## src/rtl/uart_tx_ctrl_if.sv

```systemverilog
// Handshake/bus bundle between the TX frame sequencer, its word source and the serializer.
interface uart_tx_ctrl_if #(
  parameter int unsigned DATA_WIDTH = 8
);
  logic                  data_valid;
  logic [DATA_WIDTH-1:0] p_data;
  logic                  par_en;
  logic                  par_typ;
  logic                  ser_done;
  logic                  ser_en;
  logic                  ser_load;
  logic [DATA_WIDTH-1:0] ser_data;
  logic [1:0]            mux_sel;
  logic                  par_bit;
  logic                  busy;
  logic                  frame_err;

  modport master (
    input  data_valid, p_data, par_en, par_typ, ser_done,
    output ser_en, ser_load, ser_data, mux_sel, par_bit, busy, frame_err
  );

  modport slave (
    output data_valid, p_data, par_en, par_typ, ser_done,
    input  ser_en, ser_load, ser_data, mux_sel, par_bit, busy, frame_err
  );
endinterface

```

## src/rtl/uart_tx_ctrl.sv

```systemverilog
// UART TX frame sequencer: start / data / parity / stop, one clk per bit time.
// Optional one-entry pending word buffer when UART_TX_PENDING_EN is defined.
module uart_tx_ctrl #(
  parameter int unsigned DATA_WIDTH  = 8,
  parameter int unsigned STOP_BITS   = 1,
  parameter int unsigned SER_TIMEOUT = DATA_WIDTH + 2
) (
  input logic            clk,
  input logic            rst,
  uart_tx_ctrl_if.master bus
);

  localparam int unsigned TO_W   = $clog2(SER_TIMEOUT + 1);
  localparam int unsigned STOP_W = $clog2(STOP_BITS + 1);

  localparam logic [1:0] MUX_START = 2'b00;
  localparam logic [1:0] MUX_DATA  = 2'b01;
  localparam logic [1:0] MUX_PAR   = 2'b10;
  localparam logic [1:0] MUX_STOP  = 2'b11;

  typedef enum logic [2:0] {
    S_IDLE,
    S_START,
    S_DATA,
    S_PARITY,
    S_STOP
  } state_t;

  state_t                state, state_n;
  logic [TO_W-1:0]       to_cnt, to_cnt_n;
  logic [STOP_W-1:0]     stop_cnt, stop_cnt_n;
  logic [DATA_WIDTH-1:0] ser_data_q, cap_data;
  logic                  par_en_q, cap_pe, cap_pt, par_n;
  logic                  par_bit_q;
  logic                  ser_load_q, cap;
  logic                  frame_err_q, err_n;
  logic [1:0]            mux_sel_q, mux_sel_n;
  logic                  busy_q, busy_n;
  logic                  ser_en_q, ser_en_n;
  logic                  final_stop, launch_pend;

`ifdef UART_TX_PENDING_EN
  logic                  pend_vld, pend_vld_n, pend_store;
  logic [DATA_WIDTH-1:0] pend_data;
  logic                  pend_pe, pend_pt;
`endif

  // Next state, capture control and next-cycle output decode
  always_comb begin
    state_n     = state;
    to_cnt_n    = to_cnt;
    stop_cnt_n  = stop_cnt;
    cap         = 1'b0;
    err_n       = 1'b0;
    launch_pend = 1'b0;
    cap_data    = bus.p_data;
    cap_pe      = bus.par_en;
    cap_pt      = bus.par_typ;
    mux_sel_n   = MUX_STOP;
    busy_n      = 1'b1;
    ser_en_n    = 1'b0;
    final_stop  = (state == S_STOP) && (stop_cnt == STOP_W'(STOP_BITS - 1));

`ifdef UART_TX_PENDING_EN
    pend_vld_n  = pend_vld;
    pend_store  = 1'b0;
    launch_pend = final_stop && pend_vld;
    // A buffered word always beats a direct request in the final stop cycle
    if (launch_pend) begin
      cap_data   = pend_data;
      cap_pe     = pend_pe;
      cap_pt     = pend_pt;
      pend_vld_n = 1'b0;
    end else if (bus.data_valid && (state != S_IDLE) && !final_stop && !pend_vld) begin
      pend_store = 1'b1;
      pend_vld_n = 1'b1;
    end
`endif

    case (state)
      S_IDLE: begin
        if (bus.data_valid) begin
          cap     = 1'b1;
          state_n = S_START;
        end
      end
      S_START: begin
        to_cnt_n = '0;
        state_n  = S_DATA;
      end
      S_DATA: begin
        to_cnt_n = to_cnt + TO_W'(1);
        if (bus.ser_done) begin
          stop_cnt_n = '0;
          state_n    = par_en_q ? S_PARITY : S_STOP;
        end else if (to_cnt == TO_W'(SER_TIMEOUT - 1)) begin
          // Serializer never reported completion: abandon parity, close the frame
          err_n      = 1'b1;
          stop_cnt_n = '0;
          state_n    = S_STOP;
        end
      end
      S_PARITY: begin
        stop_cnt_n = '0;
        state_n    = S_STOP;
      end
      S_STOP: begin
        if (final_stop) begin
          if (launch_pend || bus.data_valid) begin
            cap     = 1'b1;
            state_n = S_START;
          end else begin
            state_n = S_IDLE;
          end
        end else begin
          stop_cnt_n = stop_cnt + STOP_W'(1);
        end
      end
      default: state_n = S_IDLE;
    endcase

    case (state_n)
      S_IDLE:   busy_n    = 1'b0;
      S_START:  mux_sel_n = MUX_START;
      S_DATA: begin
        mux_sel_n = MUX_DATA;
        ser_en_n  = 1'b1;
      end
      S_PARITY: mux_sel_n = MUX_PAR;
      S_STOP:   mux_sel_n = MUX_STOP;
      default:  busy_n    = 1'b0;
    endcase

    par_n = (^cap_data) ^ cap_pt;
  end

  // State, counters and registered outputs
  always_ff @(posedge clk or negedge rst) begin
    if (!rst) begin
      state       <= S_IDLE;
      to_cnt      <= '0;
      stop_cnt    <= '0;
      ser_data_q  <= '0;
      par_en_q    <= 1'b0;
      par_bit_q   <= 1'b0;
      ser_load_q  <= 1'b0;
      frame_err_q <= 1'b0;
      mux_sel_q   <= MUX_STOP;
      busy_q      <= 1'b0;
      ser_en_q    <= 1'b0;
    end else begin
      state       <= state_n;
      to_cnt      <= to_cnt_n;
      stop_cnt    <= stop_cnt_n;
      ser_load_q  <= cap;
      frame_err_q <= err_n;
      mux_sel_q   <= mux_sel_n;
      busy_q      <= busy_n;
      ser_en_q    <= ser_en_n;
      if (cap) begin
        ser_data_q <= cap_data;
        par_en_q   <= cap_pe;
        par_bit_q  <= par_n;
      end
    end
  end

`ifdef UART_TX_PENDING_EN
  // One-entry holding buffer for requests that arrive mid-frame
  always_ff @(posedge clk or negedge rst) begin
    if (!rst) begin
      pend_vld  <= 1'b0;
      pend_data <= '0;
      pend_pe   <= 1'b0;
      pend_pt   <= 1'b0;
    end else begin
      pend_vld <= pend_vld_n;
      if (pend_store) begin
        pend_data <= bus.p_data;
        pend_pe   <= bus.par_en;
        pend_pt   <= bus.par_typ;
      end
    end
  end
`endif

  assign bus.ser_en    = ser_en_q;
  assign bus.ser_load  = ser_load_q;
  assign bus.ser_data  = ser_data_q;
  assign bus.mux_sel   = mux_sel_q;
  assign bus.par_bit   = par_bit_q;
  assign bus.busy      = busy_q;
  assign bus.frame_err = frame_err_q;

endmodule

```

## src/flat_wrapper.sv

```systemverilog
// flat-port wrapper written by rule: the top's interface ports become plain ports
module uart_tx_ctrl_flat 
#(
  parameter int unsigned DATA_WIDTH  = 8,
  parameter int unsigned STOP_BITS   = 1,
  parameter int unsigned SER_TIMEOUT = DATA_WIDTH + 2
)
  (clk, rst, bus_data_valid, bus_p_data, bus_par_en, bus_par_typ, bus_ser_done, bus_ser_en, bus_ser_load, bus_ser_data, bus_mux_sel, bus_par_bit, bus_busy, bus_frame_err);
  uart_tx_ctrl_if #(.DATA_WIDTH(DATA_WIDTH)) bus_i ();
  input logic clk;
  input logic rst;
  input wire logic [$bits(bus_i.data_valid)-1:0] bus_data_valid;
  input wire logic [$bits(bus_i.p_data)-1:0] bus_p_data;
  input wire logic [$bits(bus_i.par_en)-1:0] bus_par_en;
  input wire logic [$bits(bus_i.par_typ)-1:0] bus_par_typ;
  input wire logic [$bits(bus_i.ser_done)-1:0] bus_ser_done;
  output wire logic [$bits(bus_i.ser_en)-1:0] bus_ser_en;
  output wire logic [$bits(bus_i.ser_load)-1:0] bus_ser_load;
  output wire logic [$bits(bus_i.ser_data)-1:0] bus_ser_data;
  output wire logic [$bits(bus_i.mux_sel)-1:0] bus_mux_sel;
  output wire logic [$bits(bus_i.par_bit)-1:0] bus_par_bit;
  output wire logic [$bits(bus_i.busy)-1:0] bus_busy;
  output wire logic [$bits(bus_i.frame_err)-1:0] bus_frame_err;
  assign bus_i.data_valid = bus_data_valid;
  assign bus_i.p_data = bus_p_data;
  assign bus_i.par_en = bus_par_en;
  assign bus_i.par_typ = bus_par_typ;
  assign bus_i.ser_done = bus_ser_done;
  assign bus_ser_en = bus_i.ser_en;
  assign bus_ser_load = bus_i.ser_load;
  assign bus_ser_data = bus_i.ser_data;
  assign bus_mux_sel = bus_i.mux_sel;
  assign bus_par_bit = bus_i.par_bit;
  assign bus_busy = bus_i.busy;
  assign bus_frame_err = bus_i.frame_err;
  uart_tx_ctrl #(.DATA_WIDTH(DATA_WIDTH), .STOP_BITS(STOP_BITS), .SER_TIMEOUT(SER_TIMEOUT)) u_core (.clk(clk), .rst(rst), .bus(bus_i));
endmodule
```

## config.mk

```make
export PLATFORM = sky130hd
export DESIGN_NAME = uart_tx_ctrl_flat
export DESIGN_NICKNAME = d
export VERILOG_FILES = /design/src/rtl/uart_tx_ctrl_if.sv /design/src/rtl/uart_tx_ctrl.sv /design/src/flat_wrapper.sv
export SDC_FILE = /design/constraint.sdc
export NUM_CORES = 1
export LEC_CHECK = 0
export CORE_AREA = 2 2 53 55
export CTS_CLUSTER_SIZE = 16
export DETAILED_ROUTE_END_ITERATION = 10
export DIE_AREA = 0 0 55 57
export PLACE_DENSITY = 0.85
export SETUP_SLACK_MARGIN = 0.05
export SYNTH_ARGS = -nofsm -noshare
export SYNTH_HDL_FRONTEND = slang
export SYNTH_SLANG_ARGS = --single-unit
```

## constraint.sdc

```tcl
create_clock -name clk -period 1.45 [get_ports clk]
set_input_delay 0.29 -clock clk [delete_from_list [all_inputs] [get_ports clk]]
set_output_delay 0.29 -clock clk [all_outputs]
set_load 0.02 [all_outputs]
```

**Word-level counts from Yosys, hierarchy flattened**

Cells that the tools add are included.

- Flip-flop bits (word level): 24
- Bits of input ports: 14

- Add/subtract/negate cells: 2
- Equal/unequal tests: 11
- Reduce and logical (&&, ||, !) cells: 7
- Bitwise operators: 2
- Muxes and demuxes: 21

Operators with widths:

| cell | count |
|---|---|
| $mux W3 | 5 |
| $pmux W3 S5 | 1 |
| $eq A3 B2 Y1 const B | 4 |
| $mux W1 | 11 |
| $pmux W4 S2 | 1 |
| $reduce_xor A8 Y1 | 1 |
| $eq A3 B1 Y1 const B | 2 |
| $eq A3 B3 Y1 const B | 2 |
| $pmux W2 S3 | 1 |
| $add A4 B1 Y4 const B | 1 |
| $eq A4 B4 Y1 const B | 1 |
| $reduce_or A4 Y1 | 1 |
| $logic_not A3 Y1 | 1 |
| $ne A3 B2 Y1 const B | 1 |
| $pmux W1 S3 | 1 |
| $reduce_and A3 Y1 | 1 |
| $reduce_bool A3 Y1 | 1 |
| $ne A2 B2 Y1 const B | 1 |
| $pmux W1 S2 | 1 |
| $reduce_bool A2 Y1 | 1 |
| $add A1 B1 Y1 const B | 1 |
| $logic_and A1 B1 Y1 | 1 |
| $not A1 Y1 | 1 |
| $xor A1 B1 Y1 | 1 |

**Depth between registers and ports, before layout**

Gate-level depths: netlist (run 1).

- Depth in word-level cells: 7
- Depth in mapped cells: 7
- Mapped depth without buffers: 6

**Worst setup path before layout (run 1)**

Ideal clock, no wire load.

- Path type: flip-flop to flip-flop
- Start: register u_core.state[1]
- End: register u_core.ser_data_q[0], in the netlist u_core.bus.ser_data[0]
- Clock period less this slack: 1.274 ns
- Path slack: 0.176 ns
- Cell stages (with the launch flop): 6
- Arrival time: 1.149 ns
- Path buffers: 2
- Cells stage by stage: dfrtp_1 > buf_4 > nor2_4 > nand3_2 > buf_6 > mux2_4

- Word-level cells in the longest chain between the ends: 4

RTL lines:

| item | line | source |
|---|---|---|
| from (decl) | uart_tx_ctrl.sv:29 | `state_t state, state_n;` |
| from (signal assigned) | uart_tx_ctrl.sv:152 | `state <= state_n;` |
| $eq A3 B3 Y1 | uart_tx_ctrl.sv:62, uart_tx_ctrl.sv:80 |  |
| $logic_and A1 B1 Y1 | uart_tx_ctrl.sv:62 | `final_stop = (state == S_STOP) && (stop_cnt == STOP_W'(STOP_BITS - 1));` |
| $mux W1 | uart_tx_ctrl.sv:108 | `if (final_stop) begin` |
| $pmux W1 S2 * | uart_tx_ctrl.sv:80 | `case (state)` |
| to (signal assigned) | uart_tx_ctrl.sv:161 | `ser_data_q <= cap_data;` |
| to (decl) | uart_tx_ctrl.sv:32 | `logic [DATA_WIDTH-1:0] ser_data_q, cap_data;` |

Mark *: on every way between the ends. The rest lies on a longest branch, timed or not.
A chain may end at the register's enable or synchronous reset.

**Final worst setup path (run 1)**

- Start: register u_core.ser_data_q[1], in the netlist u_core.bus.ser_data[1]
- End: output bus_ser_data[1]

RTL lines:

| item | line | source |
|---|---|---|
| to (decl) | flat_wrapper.sv:19 | `output wire logic [$bits(bus_i.ser_data)-1:0] bus_ser_data;` |

No word-level cell between the ends.

==> results of run 1 <==
## final cells by class
| class | count | area (µm²) |
|---|---|---|
| flip-flops and latches | 24 | 603 |
| repair buffers | 33 | 302 |
| fillers | 232 | 1130 |
| inverters | 5 | 18.8 |
| clock buffers | 4 | 26.3 |
| multi-input cells | 63 | 495 |
| well taps | 31 | 38.8 |
## cell usage after synthesis
| library cell | n |
|---|---|
| dfrtp_1 | 22 |
| ha_1 | 2 |
| mux2_4 | 6 |
| inv_1 | 5 |
| o32ai_1 | 1 |
| mux2_2 | 2 |
| xnor2_1 | 4 |
| buf_6 | 1 |
| nand2_1 | 10 |
| nor3_1 | 1 |
| o21ai_1 | 1 |
| mux2i_1 | 2 |
| o22ai_1 | 1 |
| xor2_1 | 2 |
| nor4b_1 | 1 |
| nand2b_1 | 2 |
| dfstp_2 | 2 |
| nor4_1 | 2 |
| o211a_1 | 1 |
| nor2_4 | 1 |
| buf_4 | 1 |
| nand3b_1 | 1 |
| a21o_1 | 1 |
| nand3_2 | 1 |
| o21ai_0 | 4 |
| a22o_1 | 2 |
| nand3_1 | 2 |
| clkbuf_1 | 1 |
| xnor3_1 | 1 |
| buf_2 | 1 |
| nor2_1 | 4 |
| o21a_1 | 1 |
| a21oi_1 | 7 |
## worst max-delay path by stage
| stage | end | slack [ns] | cells after the start |
|---|---|---|---|
| after detailed placement | u_core.bus.par_bit$_DFFE_PN0P_ | -0.32 | 5 |
| after global placement | u_core.bus.par_bit$_DFFE_PN0P_ | -0.24 | 5 |
| final | bus_ser_data[1] | 0.12 | 1 |
| after floorplan | u_core.bus.ser_data[0]$_DFFE_PN0P_ | 0.18 | 5 |
| after CTS | bus_mux_sel[0] | 0.05 | 1 |
| after global routing | u_core.bus.par_bit$_DFFE_PN0P_ | 0.07 | 5 |
## state kept, by name (all words and copies together), names as in the netlist, 2 cells and up
| register | cells |
|---|---|
| u_core.state | 3 |
| u_core.to_cnt | 4 |
| u_core.bus.mux_sel | 2 |
| u_core.bus.ser_data | 8 |
## cell families (layout without fill, tap and decap cells)
logic type | after synthesis | count (layout) | synth area share
and+or+nand+nor | 25 | 25 | 0.115
DFF | 24 | 24 | 0.534
adders and majority gates | 2 | 2 | 0.0221
muxes | 10 | 10 | 0.117
buffers and inverters | 9 | 42 | 0.0410
AOI/OAI and AO/OA | 19 | 19 | 0.104
xor gates and xnor gates | 7 | 7 | 0.0664
## routing by layer
| metal | track usage | part of all wire |
|---|---|---|
| met5 | 0 | 0 |
| met4 | 0.0209 | 0 |
| met3 | 0.0366 | 0.055 |
| met2 | 0.257 | 0.53 |
| met1 | 0.188 | 0.41 |
## through the flow
step	area, µm²	utilization	setup TNS, ns	hold slack (ns)
finish	1480	0.567	0	0.319
floorplan	1130	-	0	-0.00559
global placement	1470	0.563	-0.285	0.470
global route	1480	0.567	0	0.352
detailed placement	1470	0.563	-0.410	0.493
CTS	1490	0.569	0	0.320
## where the power goes
part / leakage (nW) / total [mW] / switching (mW) / internal, mW
Clock: 0.0150 / 0.289 / 0.182 / 0.107
Sequential: 0.296 / 1.12 / 0.173 / 0.952
Combinational: 0.408 / 1.36 / 0.709 / 0.655
Total: 0.719 / 2.78 / 1.06 / 1.71
## what timing repair did
action | 4_1_cts | 5_1_grt
setup endpoints to repair | 16 | 3
pin swaps | 3 | 0
resized for setup | 22 | 3
==> run metrics, run 1 <==
via count of the first global-routing pass between 800 and 900; Worst path max stage delay slightly above 0.4 ns; Crit Path Max Fanout 2; CP Cell Sequence dlygate4sd2_1; commonest non-fill, non-tap cell in the layout dfrtp_1; Tcrit/Tclk final 0.920; Final nets 146; critical path launch point type flop; GRT overflow 0; post-DR wirelength/cell approximately 13 µm; max cap viols 0; Rows 19; Antenna diodes 0; max_slew headroom 0.795; Yosys reg bits 24; Tot Pwr about 2.8 mW; critical path type reg2out; CTS Hold Buffers Added 0; Root Driver clkbuf_4; GRT Util Overall 0.148; synth top area cells dfrtp_1 49%, mux2_4 8.0%, dfstp_2 4.7%; first-pass GRT wire length between 3000 and 4000 µm; final WL 2160 µm; Core Box Area 2620 µm²; htree depth 1; RSZ-0062 raised after global routing no; delay-heaviest family, CP flip-flops; Clock transition at path regs 0.13 ns; f_max between 700 and 800 MHz; Final setup viols 0; final worst path period need about 1.3 ns; initial antenna violation count 0; CP Data Arrival Time 1.04 ns; Area Overhead vs Synth 31.3%; DR vias 821; Num CTS Buffers 3; I/O pins 29; setup bufs post-CTS 0; PwrDens 1870 nW/µm²; Worst Setup Slack, final between 0.1 and 0.15 ns; via-per-instance ratio slightly above 5; remaining routing DRC violations 0; Cell Count, Final, Fillers Out 160; worst reg2reg path startpoint u_core.to_cnt[1]$_DFFE_PN0P_; die height roughly 57 µm; CP max stage cell dfrtp_1; Seq/Total Area, Yosys 0.534; die width roughly 55 µm; most frequent cells in the layout 22 x dfrtp_1, 15 x dlygate4sd2_1, 11 x clkdlybuf4s50_1; Netlist Area Pre-Place roughly 1100 µm²; HP Class in2async; post-synth top area share 0.487; R2R Setup Slk 0.13 ns; Initial Util 0.432; leakage power between 0.7 and 0.8 nW; CP Launch Point u_core.bus.ser_data[1]$_DFFE_PN0P_; Syn Inst Count 96; CTS sink count 24; layout cells sized above 1 0.186; placed cells 156; Distinct cells, synth 33; worst path buffer plus inverter count 1; syn nets between 100 and 150; Max VDD drop ~1100 µV; Yosys warning count 0; Worst-Margin Slew between 0.3 and 0.4 ns; Final Hold Fails 0; ANT nets after route 0; Reg2Reg Capture Point u_core.state[1]$_DFF_PN0_; Clk Latency, worst-skew pair 0.30 ns; largest net degree at the start of global routing 25; final setup skew just under 0.01 ns; Worst R2R Path Depth 6; Routability Congestion 0.843; post-DP HPWL between 1500 and 2000 µm; Setup WS pre-CTS -0.323 ns; Final Max Tran Viols 0; outcome finished, final reports clean; Pre-antenna DRT Iters 4; Avg Cell Area, Syn ~12 µm²; Critical Path Sink Type output pin; post-synth top area cell dfrtp_1; CTS tree yes; clk buf depth 2; Iteration-0 DRC Markers 7; port bufs 28; critical path required time between 1 and 1.5 ns; die area between 3000 and 4000 µm²
No activity file was read; power rests on OpenSTA's default activity.
==> run 2: changes to the inputs <==
--- a/config.mk
+++ b/config.mk
@@ -5,11 +5,12 @@
 export SDC_FILE = /design/constraint.sdc
 export NUM_CORES = 1
 export LEC_CHECK = 0
-export CORE_AREA = 2 2 53 55
+export CORE_AREA = 2 2 55 57
+export CTS_BUF_LIST = sky130_fd_sc_hd__clkbuf_16
 export CTS_CLUSTER_SIZE = 16
 export DETAILED_ROUTE_END_ITERATION = 10
-export DIE_AREA = 0 0 55 57
-export PLACE_DENSITY = 0.85
+export DIE_AREA = 0 0 57 59
+export PLACE_DENSITY = 0.83
 export SETUP_SLACK_MARGIN = 0.05
 export SYNTH_ARGS = -nofsm -noshare
 export SYNTH_HDL_FRONTEND = slang
==> constraint.sdc (replaced) <==
create_clock -name clk -period 1.1 [get_ports clk]
set_input_delay 0.22 -clock clk [delete_from_list [all_inputs] [get_ports clk]]
set_output_delay 0.22 -clock clk [all_outputs]
set_load 0.02 [all_outputs]
==> run metrics, run 2 (same netlist as run 1, synthesis figures left out) <==
GRT Util Overall 0.176; post-DR wirelength/cell around 15 µm; CTS Hold Buffers Added 0; Final Hold Fails 0; R2R Setup Slk -0.19 ns; max reg flops 8; clk buf depth 2; DR vias ~940; most frequent cells in the layout 25 x buf_4, 21 x dfrtp_1, 12 x buf_2; port bufs 28; Worst-Margin Slew ~0.31 ns; CP Data Arrival Time roughly 1.4 ns; commonest non-fill, non-tap cell in the layout buf_4; ANT nets after route 0; Core Box Area 2710 µm²; crit path to u_core.state[1]$_DFF_PN0_; final WL ~2700 µm; via count of the first global-routing pass about 1.0k; Reg2Reg Capture Point u_core.state[1]$_DFF_PN0_; Root Driver clkbuf_16; Final setup viols 21; die height 59 µm; I/O pins 29; GRT overflow 0; initial antenna violation count 0; CTS tree yes; RSZ-0062 raised after global routing yes; final worst path period need 1.29 ns; die width roughly 57 µm; first-pass GRT wire length around 4600 µm; Clock transition at path regs 0.06 ns; Worst path max stage delay about 0.39 ns; remaining routing DRC violations 0; die area approximately 3400 µm²; via-per-instance ratio approximately 5; CP Cell Sequence inv_2 -> ha_4 -> nand3b_1 -> o211a_1 -> nand2_2 -> a21oi_2; critical path required time between 1 and 1.5 ns; CP Launch Point u_core.to_cnt[1]$_DFFE_PN0P_; worst path buffer plus inverter count 1; f_max about 770 MHz; Max VDD drop around 1800 µV; Critical Path Sink Type flop; Antenna diodes 0; leakage power slightly below 0.9 nW; layout cells sized above 1 0.539; failing checks negative setup slack; Critical Path Stages 6; Area Overhead vs Synth 59.4%; outcome finished with violations; worst reg2reg path startpoint u_core.to_cnt[1]$_DFFE_PN0P_; Final nets between 150 and 200; critical path launch point type flop; CTS sink count 24; post-DP HPWL between 1500 and 2000 µm; Initial Util 0.417; Tcrit/Tclk final 1.18; Setup WS pre-CTS -0.563 ns; Layout fillers slightly above 200; WHS about 0.25 ns; Routability Congestion a little over 0.8; PwrDens 2700 nW/µm²; final setup skew 0.00198 ns; largest net degree at the start of global routing 16; Rows 19; Crit Path Max Fanout 4; Clk Latency, worst-skew pair 0.26 ns; HP Class in2reg; Num CTS Buffers 3; delay-heaviest family, CP flip-flops; critical path type reg2reg; Worst R2R Path Depth 6; max_slew headroom 0.793; htree depth 1; CP max stage cell dfrtp_1; Worst Setup Slack, final -0.194 ns; max cap viols 0; Pre-antenna DRT Iters 4; Iteration-0 DRC Markers 9; Final Max Tran Viols 0
run 2: cell type report:
type,count,area (µm²),share of cell area
sequential,24,604,0.336
timing repair buffer,58,474,0.263
tap,31,38.8,0.0215
clock inverter,1,3.75,0.00208
inverter,5,18.8,0.0104
clock buffer,3,75.1,0.0417
multi-input combinational,63,586,0.325
run 2: worst min path at each step:
stage / start / to / slack [ns] / cells past startpoint
3_5_place_dp: u_core.par_en_q$_DFFE_PN0P_ / u_core.par_en_q$_DFFE_PN0P_ / 0.49 / 2
3_3_place_gp: u_core.bus.par_bit$_DFFE_PN0P_ / u_core.bus.par_bit$_DFFE_PN0P_ / 0.47 / 2
2_1_floorplan: rst / u_core.bus.busy$_DFF_PN0_ / -0.08 / 0
6_report: bus_p_data[7] / u_core.bus.ser_data[7]$_DFFE_PN0P_ / 0.25 / 2
4_1_cts: bus_p_data[7] / u_core.bus.ser_data[7]$_DFFE_PN0P_ / 0.24 / 2
5_1_grt: bus_p_data[7] / u_core.bus.ser_data[7]$_DFFE_PN0P_ / 0.26 / 2
run 2: layer usage:
metal  track usage  up-vias  share of wire
li1              -      446              -
met1         0.194      467           0.41
met2         0.340       27           0.53
met3        0.0328        2          0.056
met4        0.0598        0         0.0074
met5             0        -              0
run 2: timing repair:
item                                    in CTS  in global routing
resized for setup                           95                 17
endpoints found under the setup margin      37                 29
buffers inserted                             6                  5
pin swaps                                   12                  5
run 2: power by group:
part / leakage (nW) / internal, mW / total (mW) / switching (mW)
logic: 0.538 / 1.36 / 2.55 / 1.19
clock network: 0.0385 / 0.486 / 0.789 / 0.303
registers: 0.295 / 1.27 / 1.53 / 0.261
run 2: through the flow:
stage / util / total power, mW / cell area (µm²) / TNS, ns / cells
final: 0.664 / 4.86 / 1800 / -2.22 / 185
after global routing: 0.664 / 5.13 / 1800 / -3.30 / 185
after CTS: 0.630 / 4.63 / 1710 / -1.73 / 180
after detailed placement: 0.589 / 3.75 / 1600 / -6.05 / 170
after global placement: 0.589 / 3.68 / 1600 / -5.43 / 170
after floorplan: - / 2.74 / 1150 / -1.14 / 96
==> run 3: changes to the inputs <==
--- a/config.mk
+++ b/config.mk
@@ -5,11 +5,11 @@
 export SDC_FILE = /design/constraint.sdc
 export NUM_CORES = 1
 export LEC_CHECK = 0
-export CORE_AREA = 2 2 55 57
+export CORE_AREA = 2 2 42 73
 export CTS_BUF_LIST = sky130_fd_sc_hd__clkbuf_16
 export CTS_CLUSTER_SIZE = 16
 export DETAILED_ROUTE_END_ITERATION = 10
-export DIE_AREA = 0 0 57 59
+export DIE_AREA = 0 0 44 75
 export PLACE_DENSITY = 0.83
 export SETUP_SLACK_MARGIN = 0.05
 export SYNTH_ARGS = -nofsm -noshare
==> run metrics, run 3 (same netlist as run 1, synthesis figures left out) <==
max_slew headroom 0.839; Worst-Margin Slew between 0.2 and 0.25 ns; Area Overhead vs Synth 66.3%; Layout fillers 171; placed cells 167; crit path to u_core.bus.mux_sel[1]$_DFF_PN1_; die width roughly 44 µm; Final nets roughly 170; max cap viols 0; via count of the first global-routing pass 1114; Iteration-0 DRC Markers 40; Num CTS Buffers 3; die height 75 µm; initial antenna violation count 0; CTS sink count 24; htree depth 1; Max VDD drop 1890 µV; port bufs 28; worst reg2reg path startpoint u_core.state[0]$_DFF_PN0_; Root Driver clkbuf_16; critical path required time approximately 1.3 ns; CP Data Arrival Time between 1 and 1.5 ns; clk buf depth 2; first-pass GRT wire length 5030 µm; Critical Path Sink Type flop; Final setup viols 25; failing checks negative setup slack; Worst Setup Slack, final -0.204 ns; commonest non-fill, non-tap cell in the layout buf_4; layout cells sized above 1 0.554; CP Launch Point u_core.state[0]$_DFF_PN0_; Cell Count, Final, Fillers Out ~180; die area approximately 3300 µm²; final WL between 3000 and 4000 µm; most frequent cells in the layout 25 x buf_4, 21 x dfrtp_1, 15 x buf_2; R2R Setup Slk -0.20 ns; Sequential Area approximately 600 µm²; GRT Util Overall 0.217; Antenna diodes 0; final setup skew 0.00208 ns; worst hold stages 2; Final Hold Fails 0; PwrDens approximately 2800 nW/µm²; ANT nets after route 0; critical path type reg2reg; Core Box Area ~2700 µm²; CTS tree yes; Clock transition at path regs roughly 0.06 ns; Tot Pwr 5.18 mW; f_max approximately 770 MHz; Final Max Tran Viols 0; post-DP HPWL between 2000 and 2500 µm; Routability Congestion between 0.7 and 0.8; Crit Path Max Fanout 10; Reg2Reg Capture Point u_core.bus.mux_sel[1]$_DFF_PN1_; leakage power approximately 0.91 nW; Tcrit/Tclk final 1.19; final worst path period need 1.30 ns; setup TNS -2.91 ns; critical path launch point type flop; Clk Latency, worst-skew pair 0.26 ns; Rows 25; max reg flops 8; remaining routing DRC violations 0; via-per-instance ratio around 5.3; Initial Util 0.420; largest net degree at the start of global routing 25; Worst R2R Path Depth 5; post-DR wirelength/cell approximately 18 µm; I/O pins 29; RSZ-0062 raised after global routing yes; Pre-antenna DRT Iters 4; area of the multi-input gates roughly 620 µm²; HP Class in2reg; DR vias between 900 and 1k; outcome finished with violations; GRT overflow 0
[run 3: cell types whose count changed in the layout (fill, tap and decap cells not counted), moves of 2 or more]
cell     previous run  this run
buf_6               9         6
buf_12              1         3
buf_2              12        15
nor2_2              2         0
nand3_2             2         0
[run 3: worst min path at each step]
stage / to / startpoint / slack [ns]
after CTS: u_core.bus.ser_data[7]$_DFFE_PN0P_ / bus_p_data[7] / 0.25
after detailed placement: u_core.bus.ser_data[6]$_DFFE_PN0P_ / u_core.bus.ser_data[6]$_DFFE_PN0P_ / 0.50
after global placement: u_core.bus.par_bit$_DFFE_PN0P_ / u_core.bus.par_bit$_DFFE_PN0P_ / 0.48
after global routing: u_core.bus.ser_data[7]$_DFFE_PN0P_ / bus_p_data[7] / 0.24
final: u_core.bus.ser_data[4]$_DFFE_PN0P_ / bus_p_data[4] / 0.24
after floorplan: u_core.bus.busy$_DFF_PN0_ / rst / -0.08
[run 3: report_power, final]
group / internal (mW) / switching [mW]
combinational: 1.47 / 1.39
sequential: 1.27 / 0.258
clock: 0.487 / 0.310
[run 3: final cells by class]
cell class / count / area share
Multi-Input combinational cell: 63 / 0.328
Sequential cell: 24 / 0.322
Timing Repair Buffer: 61 / 0.277
Clock buffer: 3 / 0.0399
Tap cell: 27 / 0.0180
Inverter: 5 / 0.0140
Clock inverter: 1 / 0.00200
[run 3: per-layer routing]
metal / track usage / part of all wire
met3: 0.0168 / 0.040
met1: 0.217 / 0.35
met5: 0 / 0
met4: 0.114 / 0.046
met2: 0.425 / 0.57
[run 3: worst max-delay path, cell delays in order (launching register included)]
cell	delay, ns
dfrtp_1	0.42
buf_6	0.17
nor2_1	0.22
nand3_1	0.14
a21oi_2	0.19
nor2_1	0.09
[run 3: what timing repair did]
action / CTS / global route
gates cloned: 0 / 1
hold buffers: 0 / 0
gates resized for setup: 104 / 10
pin swaps: 11 / 6
setup endpoints to repair: 37 / 28
buffers inserted: 6 / 6
[run 3: metrics by stage]
stage / cell area (µm²) / util / setup WS [ns] / hold slack, ns
3_3_place_gp: 1610 / 0.599 / -0.518 / 0.477
2_1_floorplan: 1150 / - / -0.171 / -0.0756
4_1_cts: 1760 / 0.653 / -0.167 / 0.245
3_5_place_dp: 1610 / 0.599 / -0.591 / 0.500
5_1_grt: 1880 / 0.699 / -0.279 / 0.243
6_report: 1880 / 0.699 / -0.204 / 0.239
==> patch, RTL diff (settings of run 1) <==
`DATA_WIDTH` is set to 8 in 3 places; all go to 4.
--- a/src/rtl/uart_tx_ctrl_if.sv
+++ b/src/rtl/uart_tx_ctrl_if.sv
@@ -1,5 +1,5 @@
 // Handshake/bus bundle between the TX frame sequencer, its word source and the serializer.
 interface uart_tx_ctrl_if #(
-  parameter int unsigned DATA_WIDTH = 8
+  parameter int unsigned DATA_WIDTH = 4
 );
   logic                  data_valid;
--- a/src/rtl/uart_tx_ctrl.sv
+++ b/src/rtl/uart_tx_ctrl.sv
@@ -2,5 +2,5 @@
 // Optional one-entry pending word buffer when UART_TX_PENDING_EN is defined.
 module uart_tx_ctrl #(
-  parameter int unsigned DATA_WIDTH  = 8,
+  parameter int unsigned DATA_WIDTH  = 4,
   parameter int unsigned STOP_BITS   = 1,
   parameter int unsigned SER_TIMEOUT = DATA_WIDTH + 2
--- a/src/flat_wrapper.sv
+++ b/src/flat_wrapper.sv
@@ -2,5 +2,5 @@
 module uart_tx_ctrl_flat 
 #(
-  parameter int unsigned DATA_WIDTH  = 8,
+  parameter int unsigned DATA_WIDTH  = 4,
   parameter int unsigned STOP_BITS   = 1,
   parameter int unsigned SER_TIMEOUT = DATA_WIDTH + 2
Interface: changed (resized bus_p_data and bus_ser_data); port bits go from 29 to 21. No check against the original RTL was run, so the function may have changed too.
==> patch against run 1 <==
Combinational power shrank 15%. Total power shrank 15%. Design area shrank 19%. Sequential share of layout area shrank 0.91 points. Count of clock-buffer cells in the layout shrank 1. Sequential cell count shrank 5. Worst setup slack lost 0.038 ns. Largest cell class unchanged. Core utilization shrank 11 points. Largest power group unchanged. Wire length shrank 24%. Sequential power shrank 17%. Synthesized area shrank 20%. Global-route usage shrank 2.0 points.
==> patch: results (changes against run 1) <==
| Metric | Value |
|---|---|
| Outcome | `finished, final reports clean` |
| Cell area reported after detailed placement | `0.00119 sq mm (-19%)` |
| Global-route met1 utilization | `15.4% (-3.5 points)` |
| Sum of met2 wire segment lengths after detailed routing | `846 microns (-26%)` |
| Proportion of layout cells with a drive suffix above 1 | `31.4% (+13 points)` |
| Highest layer used for signal routing | `met4` |
| Mux share of post-synthesis cell area | `10.1% (-1.7 points)` |
| FF+latch area | `479 sq um (-21%)` |
| Via count of the first global-routing pass | `728 (-13%)` |
| Total number of nets in the final design | `115 (-21%)` |
| Syn_nets | `83 (-26%)` |
| Cell type of the slowest stage on the worst timing path | `sky130_fd_sc_hd__clkdlybuf4s50_1` |
| Hpwl dp | `1.27 mm (-23%)` |
| Fraction of the cycle the final worst path needs | `94.6% (+2.6 points)` |
| Critical path arrival | `1.57 ns (+0.53 ns)` |
| Multi-input gate share of total cell area | `32.5% (-0.92 points)` |
| Met3 usage in global routing | `3.40% (-0.26 points)` |
| Actual slew at the worst max-slew pin | `0.322 ns (+0.0153 ns)` |
| Startpoint of the lowest-slack register-to-register path | `u_core.state[0]$_DFF_PN0_` |
| Layout clock buffer count | `3 (-1)` |
| Detailed-route via count | `656 (-20%)` |
| CP peak stage delay | `0.47 ns (+0.06 ns)` |
| Clock Pin Slew Worst Setup and Hold Paths | `0.11 ns (-0.02 ns)` |
| Int Pwr | `1.45 mW (-16%)` |
| Synthesized cell area | `907 sq um (-20%)` |
| Gpl congestion | `0.814 (-3.4%)` |
| Violation count after the first detailed-route iteration | `6 (-1)` |
| Smallest hold slack | `0.304 ns (-0.0155 ns)` |
| Worst R2R Path Depth | `4 (-2)` |
| Count of distinct cell types in the synthesized netlist | `34 (+3.0%)` |
| Commonest cells in the netlist | `17 x sky130_fd_sc_hd__dfrtp_1, 5 x sky130_fd_sc_hd__mux2_2, 4 x sky130_fd_sc_hd__a21oi_1` |
| Max FFs per register | `4 (-4)` |
| Total of fill cells in the finished design | `267 (+15%)` |
-- patch: changes by cell type after synthesis, moves of 2 or more --
cell | run 1 | this run
sky130_fd_sc_hd__nand4_1 | 0 | 2
sky130_fd_sc_hd__nor2_1 | 4 | 2
sky130_fd_sc_hd__a21oi_1 | 7 | 4
sky130_fd_sc_hd__mux2_2 | 2 | 5
sky130_fd_sc_hd__mux2_4 | 6 | 1
sky130_fd_sc_hd__o21ai_0 | 4 | 2
sky130_fd_sc_hd__nand2_1 | 10 | 3
sky130_fd_sc_hd__xnor2_1 | 4 | 1
sky130_fd_sc_hd__dfrtp_1 | 22 | 17
sky130_fd_sc_hd__nand3_1 | 2 | 0
sky130_fd_sc_hd__inv_1 | 5 | 3
-- patch: critical path: cells and delay by family --
family	cells	cell delay [ns]
xor+xnor	2	0.55
mux	1	0.25
buf+inv	1	0.47
